## src/rtl/wb_arb_pkg.sv

```systemverilog
// Shared definitions for the round-robin Wishbone arbiter.
// Holds the arbiter state encoding and the owner-index width.
// Provides a one-hot to binary helper for the current-owner vector.
package wb_arb_pkg;

    // Widest supported master count and the binary index width that covers it.
    localparam int MAX_NM = 16;
    localparam int OH_BW  = 4;

    typedef enum logic [1:0] {
        ST_IDLE  = 2'd0,
        ST_OWNED = 2'd1,
        ST_ABORT = 2'd2
    } arb_state_t;

    // Encodes a one-hot vector into its bit index (OR-reduction, no priority chain).
    function automatic logic [OH_BW-1:0] onehot_to_bin(input logic [MAX_NM-1:0] oh);
        logic [OH_BW-1:0] b;
        b = '0;
        for (int i = 0; i < MAX_NM; i++) begin
            if (oh[i]) begin
                b = b | OH_BW'(i);
            end
        end
        return b;
    endfunction

endpackage

```

## src/rtl/wb_rr_arbiter_rr_pick.sv

```systemverilog
// Round-robin priority picker: first requester after i_last, searching upward with wrap.
// Latency: purely combinational.
// Backpressure: none; the caller decides when the pick is loaded.
module rr_pick
    import wb_arb_pkg::*;
#(
    parameter int NM = 4
) (
    input  logic [NM-1:0]    i_req,
    input  logic [OH_BW-1:0] i_last,
    output logic [NM-1:0]    o_grant
);

    localparam int LW = $clog2(NM);

    logic [LW-1:0] idx;
    logic          found;

    // Walk the NM slots starting just after the previous owner; the first hit wins.
    always_comb begin
        o_grant = '0;
        found   = 1'b0;
        idx     = '0;
        for (int off = 1; off <= NM; off++) begin
            idx = LW'((int'(i_last) + off) % NM);
            if (!found && i_req[idx]) begin
                o_grant[idx] = 1'b1;
                found        = 1'b1;
            end
        end
    end

endmodule

```

## src/rtl/wb_rr_arbiter.sv

```systemverilog
// NM-way round-robin arbiter sharing one pipelined Wishbone slave, locked per CYC.
// Latency: grant one cycle after CYC rise; slave-side and return paths are combinational.
// Backpressure: non-owners see STALL high; the owner sees the slave's STALL directly.
module wb_rr_arbiter
    import wb_arb_pkg::*;
#(
    parameter int NM          = 4,
    parameter int AW          = 26,
    parameter int DW          = 32,
    parameter int OPT_TIMEOUT = 0,
    parameter int LGTO        = 8
) (
    input  logic                    i_clk,
    input  logic                    i_reset,
    input  logic [NM-1:0]           i_mcyc,
    input  logic [NM-1:0]           i_mstb,
    input  logic [NM-1:0]           i_mwe,
    input  logic [NM*AW-1:0]        i_maddr,
    input  logic [NM*DW-1:0]        i_mdata,
    input  logic [NM*(DW/8)-1:0]    i_msel,
    output logic [NM-1:0]           o_mack,
    output logic [NM-1:0]           o_mstall,
    output logic [NM-1:0]           o_merr,
    output logic [DW-1:0]           o_mdata,
    output logic                    o_scyc,
    output logic                    o_sstb,
    output logic                    o_swe,
    output logic [AW-1:0]           o_saddr,
    output logic [DW-1:0]           o_sdata,
    output logic [DW/8-1:0]         o_ssel,
    input  logic                    i_sack,
    input  logic                    i_sstall,
    input  logic                    i_serr,
    input  logic [DW-1:0]           i_sdata,
    output logic [NM-1:0]           o_grant
);

    localparam int               SW       = DW / 8;
    localparam bit               TO_EN    = (OPT_TIMEOUT > 0);
    localparam logic [LGTO-1:0]  TO_LAST  = LGTO'(TO_EN ? OPT_TIMEOUT - 1 : 0);
    localparam logic [OH_BW-1:0] LAST_RST = OH_BW'(NM - 1);

    arb_state_t         state_q, state_d;
    logic [NM-1:0]      grant_q, grant_d;
    logic [OH_BW-1:0]   last_q, last_d;
    logic [LGTO-1:0]    wdog_q, wdog_d;

    logic [NM-1:0]      pick;
    logic [MAX_NM-1:0]  grant_ext;
    logic [OH_BW-1:0]   owner;
    logic               owned;
    logic               owner_cyc;
    logic               owner_stb;
    logic               timeout_hit;

    rr_pick #(.NM(NM)) u_pick (
        .i_req   (i_mcyc),
        .i_last  (last_q),
        .o_grant (pick)
    );

    assign grant_ext = MAX_NM'(grant_q);
    assign owner     = onehot_to_bin(grant_ext);
    assign owned     = (state_q == ST_OWNED);

    // Route the owner's request fields to the slave; everything reads zero when nobody holds a grant.
    always_comb begin
        o_swe     = 1'b0;
        o_saddr   = '0;
        o_sdata   = '0;
        o_ssel    = '0;
        owner_cyc = 1'b0;
        owner_stb = 1'b0;
        for (int k = 0; k < NM; k++) begin
            if (grant_q[k]) begin
                o_swe     = i_mwe[k];
                o_saddr   = i_maddr[k*AW +: AW];
                o_sdata   = i_mdata[k*DW +: DW];
                o_ssel    = i_msel[k*SW +: SW];
                owner_cyc = i_mcyc[k];
                owner_stb = i_mstb[k];
            end
        end
    end

    assign o_scyc = owned && owner_cyc;
    assign o_sstb = o_scyc && owner_stb;

    // The watchdog fires on the last allowed silent cycle unless the slave answers in that same cycle.
    assign timeout_hit = TO_EN && o_scyc && (wdog_q == TO_LAST) && !i_sack && !i_serr;

    // Responses only reach the owner while OWNED; anything arriving in IDLE or ABORT is dropped.
    assign o_mack   = owned ? (grant_q & {NM{i_sack}}) : '0;
    assign o_merr   = owned ? (grant_q & {NM{i_serr || timeout_hit}}) : '0;
    assign o_mstall = ~(owned ? grant_q : '0) | {NM{i_sstall}};
    assign o_mdata  = i_sdata;
    assign o_grant  = grant_q;

    // Watchdog counts silent owned bus cycles and restarts on any slave response.
    always_comb begin
        wdog_d = wdog_q;
        if (!TO_EN || !owned || i_sack || i_serr) begin
            wdog_d = '0;
        end else if (o_scyc) begin
            wdog_d = wdog_q + LGTO'(1);
        end
    end

    // Ownership FSM: grant in IDLE, hold until the owner drops CYC, park in ABORT after a timeout.
    always_comb begin
        state_d = state_q;
        grant_d = grant_q;
        last_d  = last_q;
        case (state_q)
            ST_IDLE: begin
                if (|i_mcyc) begin
                    grant_d = pick;
                    state_d = ST_OWNED;
                end
            end
            ST_OWNED: begin
                if (!owner_cyc) begin
                    state_d = ST_IDLE;
                    grant_d = '0;
                    last_d  = owner;
                end else if (timeout_hit) begin
                    state_d = ST_ABORT;
                end
            end
            ST_ABORT: begin
                if (!owner_cyc) begin
                    state_d = ST_IDLE;
                    grant_d = '0;
                    last_d  = owner;
                end
            end
            default: begin
                state_d = ST_IDLE;
                grant_d = '0;
            end
        endcase
    end

    // State registers with synchronous reset; last owner resets to NM-1 so master 0 wins first.
    always_ff @(posedge i_clk) begin
        if (i_reset) begin
            state_q <= ST_IDLE;
            grant_q <= '0;
            last_q  <= LAST_RST;
            wdog_q  <= '0;
        end else begin
            state_q <= state_d;
            grant_q <= grant_d;
            last_q  <= last_d;
            wdog_q  <= wdog_d;
        end
    end

endmodule

```

## config.mk

```make
export PLATFORM = sky130hd
export DESIGN_NAME = wb_rr_arbiter
export DESIGN_NICKNAME = d
export VERILOG_FILES = /design/src/rtl/wb_arb_pkg.sv /design/src/rtl/wb_rr_arbiter_rr_pick.sv /design/src/rtl/wb_rr_arbiter.sv
export SDC_FILE = /design/constraint.sdc
export NUM_CORES = 1
export LEC_CHECK = 0
export ABC_AREA = 1
export BUFFER_PORTS_ARGS = -buffer_cell sky130_fd_sc_hd__buf_2
export CAP_MARGIN = 20
export CELL_PAD_IN_SITES_DETAIL_PLACEMENT = 1
export CELL_PAD_IN_SITES_GLOBAL_PLACEMENT = 1
export CORE_AREA = 2 2 159 161
export CTS_CLUSTER_DIAMETER = 100
export DETAILED_ROUTE_END_ITERATION = 6
export DIE_AREA = 0 0 161 163
export PLACE_DENSITY_LB_ADDON = 0.1
export SLEW_MARGIN = 20
export SYNTH_ARGS = -nofsm -noshare
export SYNTH_HDL_FRONTEND = slang
export SYNTH_SLANG_ARGS = --single-unit
```

## constraint.sdc

```tcl
create_clock -name i_clk -period 1.9 [get_ports i_clk]
set_input_delay 0.095 -clock i_clk [delete_from_list [all_inputs] [get_ports i_clk]]
set_output_delay 0.095 -clock i_clk [all_outputs]
set_load 0.02 [all_outputs]
```

==> results.cfg <==
[run_status]
outcome = finished, final reports clean

[grt]
track_usage = 0.135
grt_pass1_vias = 5113
grt_pass1_wl_mm = 28.1
grt.busiest_layer = met2
antenna_found_initial = 0
grt_max_degree = 49
use_met2 = 0.277
grtUsageMet1 = 0.142
met3_usage = 0.0262
overflow = 0

[sta]
skew_ns = 0.00287
max_freq_ghz = 0.559
hold_viol_final = 0
tns_ns = 0
worst_pin_slew_ns = 0.588
rsz0062_at_grt = no
layout_worst_path_cycle_share = 0.942
min_period_ns = 1.79
slew_violations = 0
slew_headroom = 0.608
finalSetupViolations = 0

[yosys]
synth-compound-area-share = 0.474
synth_cell_type_count = 25
synthAdderAreaFrac = 0.0373
yosysWarningCount = 0
syn_area_per_cell_um2 = 5.74
synth_simple_gate_area_share = 0.246
syn_area_um2 = 2690
yosys.area_share.xor_xnor = 0
synth.area.mux_share = 0
synth_nets = 773
synthCells = 468
synth_seq_area_share = 0.0522
synth_top_family_by_area = compound AO/OA/AOI/OAI gates
ys_seq_elements = 7

[clock_network]
tritoncts = done
cts_buffers = 3
postCtsHoldBufs = 0
htreeDepth = 1
cts-root-buf = clkbuf_16
insertion_delay_ns = 0.24
clock_sinks = 7
clkTransAtPathRegs_ns = 0.04
clock_path_buffers = 2

[floorplanning]
io_pins = 410
start_util = 0.109
die_area_um2 = 26200
fp.dieW_um = 161
die_h_um = 163
rows = 58
core_area_um2 = 24700

[detailed_routing]
wl_mm = 19.5
vias = 4766
vias_per_cell = 4.36
antenna_left = 0
drc = 0
first_pass_iters = 4
drt_iter0_drc = 190
avgRoutedWirePerCell_um = 17.8

[critical_path]
worstPathArrival_ns = 1.70
cp_max_fo = 27
reg2reg_from = last_q[0]$_SDFFE_PP1P_
end_kind = output port
required_ns = 1.80
crit_path_start_kind = flop
crit_type = flop to output port
startpoint = o_grant[0]$_SDFFE_PP0P_

[cells_and_area]
final_cell_mix = 342 x buf_2, 121 x o21ai_0, 102 x nand2_1
antenna_cells = 0
area_growth_pct = 78.1
nets = 1070
final_common_cell = buf_2
fin_area_um2 = 4780
drive_gt1_frac = 0.509

[placed_design]
port_buffers = 345
globalplace.congestion = 0.847
place_area_um2 = 4620
dp_hpwl_mm = 15.5

[hold_path]
min_path_type = primary input to flop
worstHoldStart = i_reset

[power]
power_w = 0.00639
power_frac_seq = 0.040
combPwrFrac = 0.902
leakage_nw = 2.41
clkPwrFrac = 0.058
p_int_w = 0.00253
switching_share = 0.604
vdd_drop_max_mv = 0.395
power_density_nw_per_um2 = 1340
p_switching_w = 0.00386

[flow_run]
maxCapViolations = 0
metrics by stage:
stage | util | worst slack (ns) | hold WS, ns | instances
2_1_floorplan | - | 0.111 | 0.164 | 468
3_3_place_gp | 0.187 | 0.0463 | 0.190 | 1087
3_5_place_dp | 0.187 | 0.0468 | 0.190 | 1087
4_1_cts | 0.193 | 0.0443 | 0.117 | 1094
5_1_grt | 0.194 | 0.00537 | 0.127 | 1094
6_report | 0.194 | 0.110 | 0.106 | 1094
cell usage after synthesis:
| library cell | n | area, µm² |
|---|---|---|
| nand2_2 | 1 | 6.26 |
| nand2_1 | 102 | 383 |
| buf_4 | 32 | 240 |
| nor2_1 | 12 | 45.0 |
| a21oi_1 | 5 | 25.0 |
| buf_2 | 12 | 60.1 |
| a41oi_1 | 1 | 8.76 |
| inv_1 | 21 | 78.8 |
| dfxtp_1 | 7 | 140 |
| ha_1 | 8 | 100 |
| o211ai_1 | 2 | 15.0 |
| nand3_1 | 28 | 140 |
| nand3_4 | 2 | 35.0 |
| nand2_4 | 3 | 33.8 |
| nor2_4 | 1 | 11.3 |
| o22ai_1 | 2 | 12.5 |
| inv_2 | 1 | 3.75 |
| a221oi_1 | 64 | 561 |
| clkbuf_1 | 30 | 113 |
| buf_1 | 3 | 11.3 |
| inv_4 | 1 | 6.26 |
| o21ai_0 | 127 | 636 |
| a21boi_1 | 1 | 7.51 |
| nor3_1 | 1 | 5.00 |
| o21a_1 | 1 | 7.51 |
power groups by stage:
stage                     Sequential, W  Clock [W]  Combinational (W)
final                          0.000256   0.000371            0.00576
after detailed placement       0.000256          0            0.00567
after CTS                      0.000257   0.000379            0.00582
after floorplan                0.000271          0            0.00351
after global routing           0.000266   0.000391            0.00630
after global placement         0.000257          0            0.00568
what timing repair did:
| action | in CTS | in global routing |
|---|---|---|
| resized for setup | 6 | 11 |
| buffers inserted | 2 | 0 |
| pin swaps | 1 | 0 |
| endpoints found under the setup margin | 29 | 14 |
| endpoints found under the hold margin | 0 | 0 |
| gates cloned | 1 | 0 |
registers in the layout (all words and copies together) (netlist names):
signal,flops
last_q,2
o_grant,4
state_q,1
path summary, 6_finish.rpt:
path	endpoint	slack, ns	depth (start not counted)
hold reg to reg	o_grant[0]$_SDFFE_PP0P_	0.61	3
setup reg to reg	o_grant[3]$_SDFFE_PP0P_	0.19	11
hold / removal	o_grant[2]$_SDFFE_PP0P_	0.11	2
setup / recovery	o_sdata[17]	0.11	7
metal layers:
layer | part of all wire | wire length (µm) | vias up
met5 | 0 | 0 | -
met4 | 0.013 | 261 | 0
met3 | 0.067 | 1300 | 18
met2 | 0.55 | 10600 | 225
met1 | 0.37 | 7290 | 2251
li1 | - | - | 2272
layout make-up:
class                           instances  area, µm²
Clock buffer                            4       78.8
Fill cell                            3171      19900
Inverter                               23       91.3
Multi-Input combinational cell        361       2050
Sequential cell                         7        146
Tap cell                              330        413
Timing Repair Buffer                  369       2010
logic make-up after synthesis:
group                    count (synthesis)
buffers and inverters                  100
adder cells (fa/ha/maj)                  8
AO/OA/AOI/OAI                          203
AND/OR/NAND/NOR                        150
flip-flops                               7
critical path, cell delays in order (launching register included):
cell and delay [ns]:
dfxtp_1 0.32, inv_1 0.07, nor2_4 0.15, buf_12 0.19, buf_12 0.20, a221oi_1 0.10
o21ai_0 0.21, buf_2 0.20
Note: power is estimated with default switching activity, not from simulation.
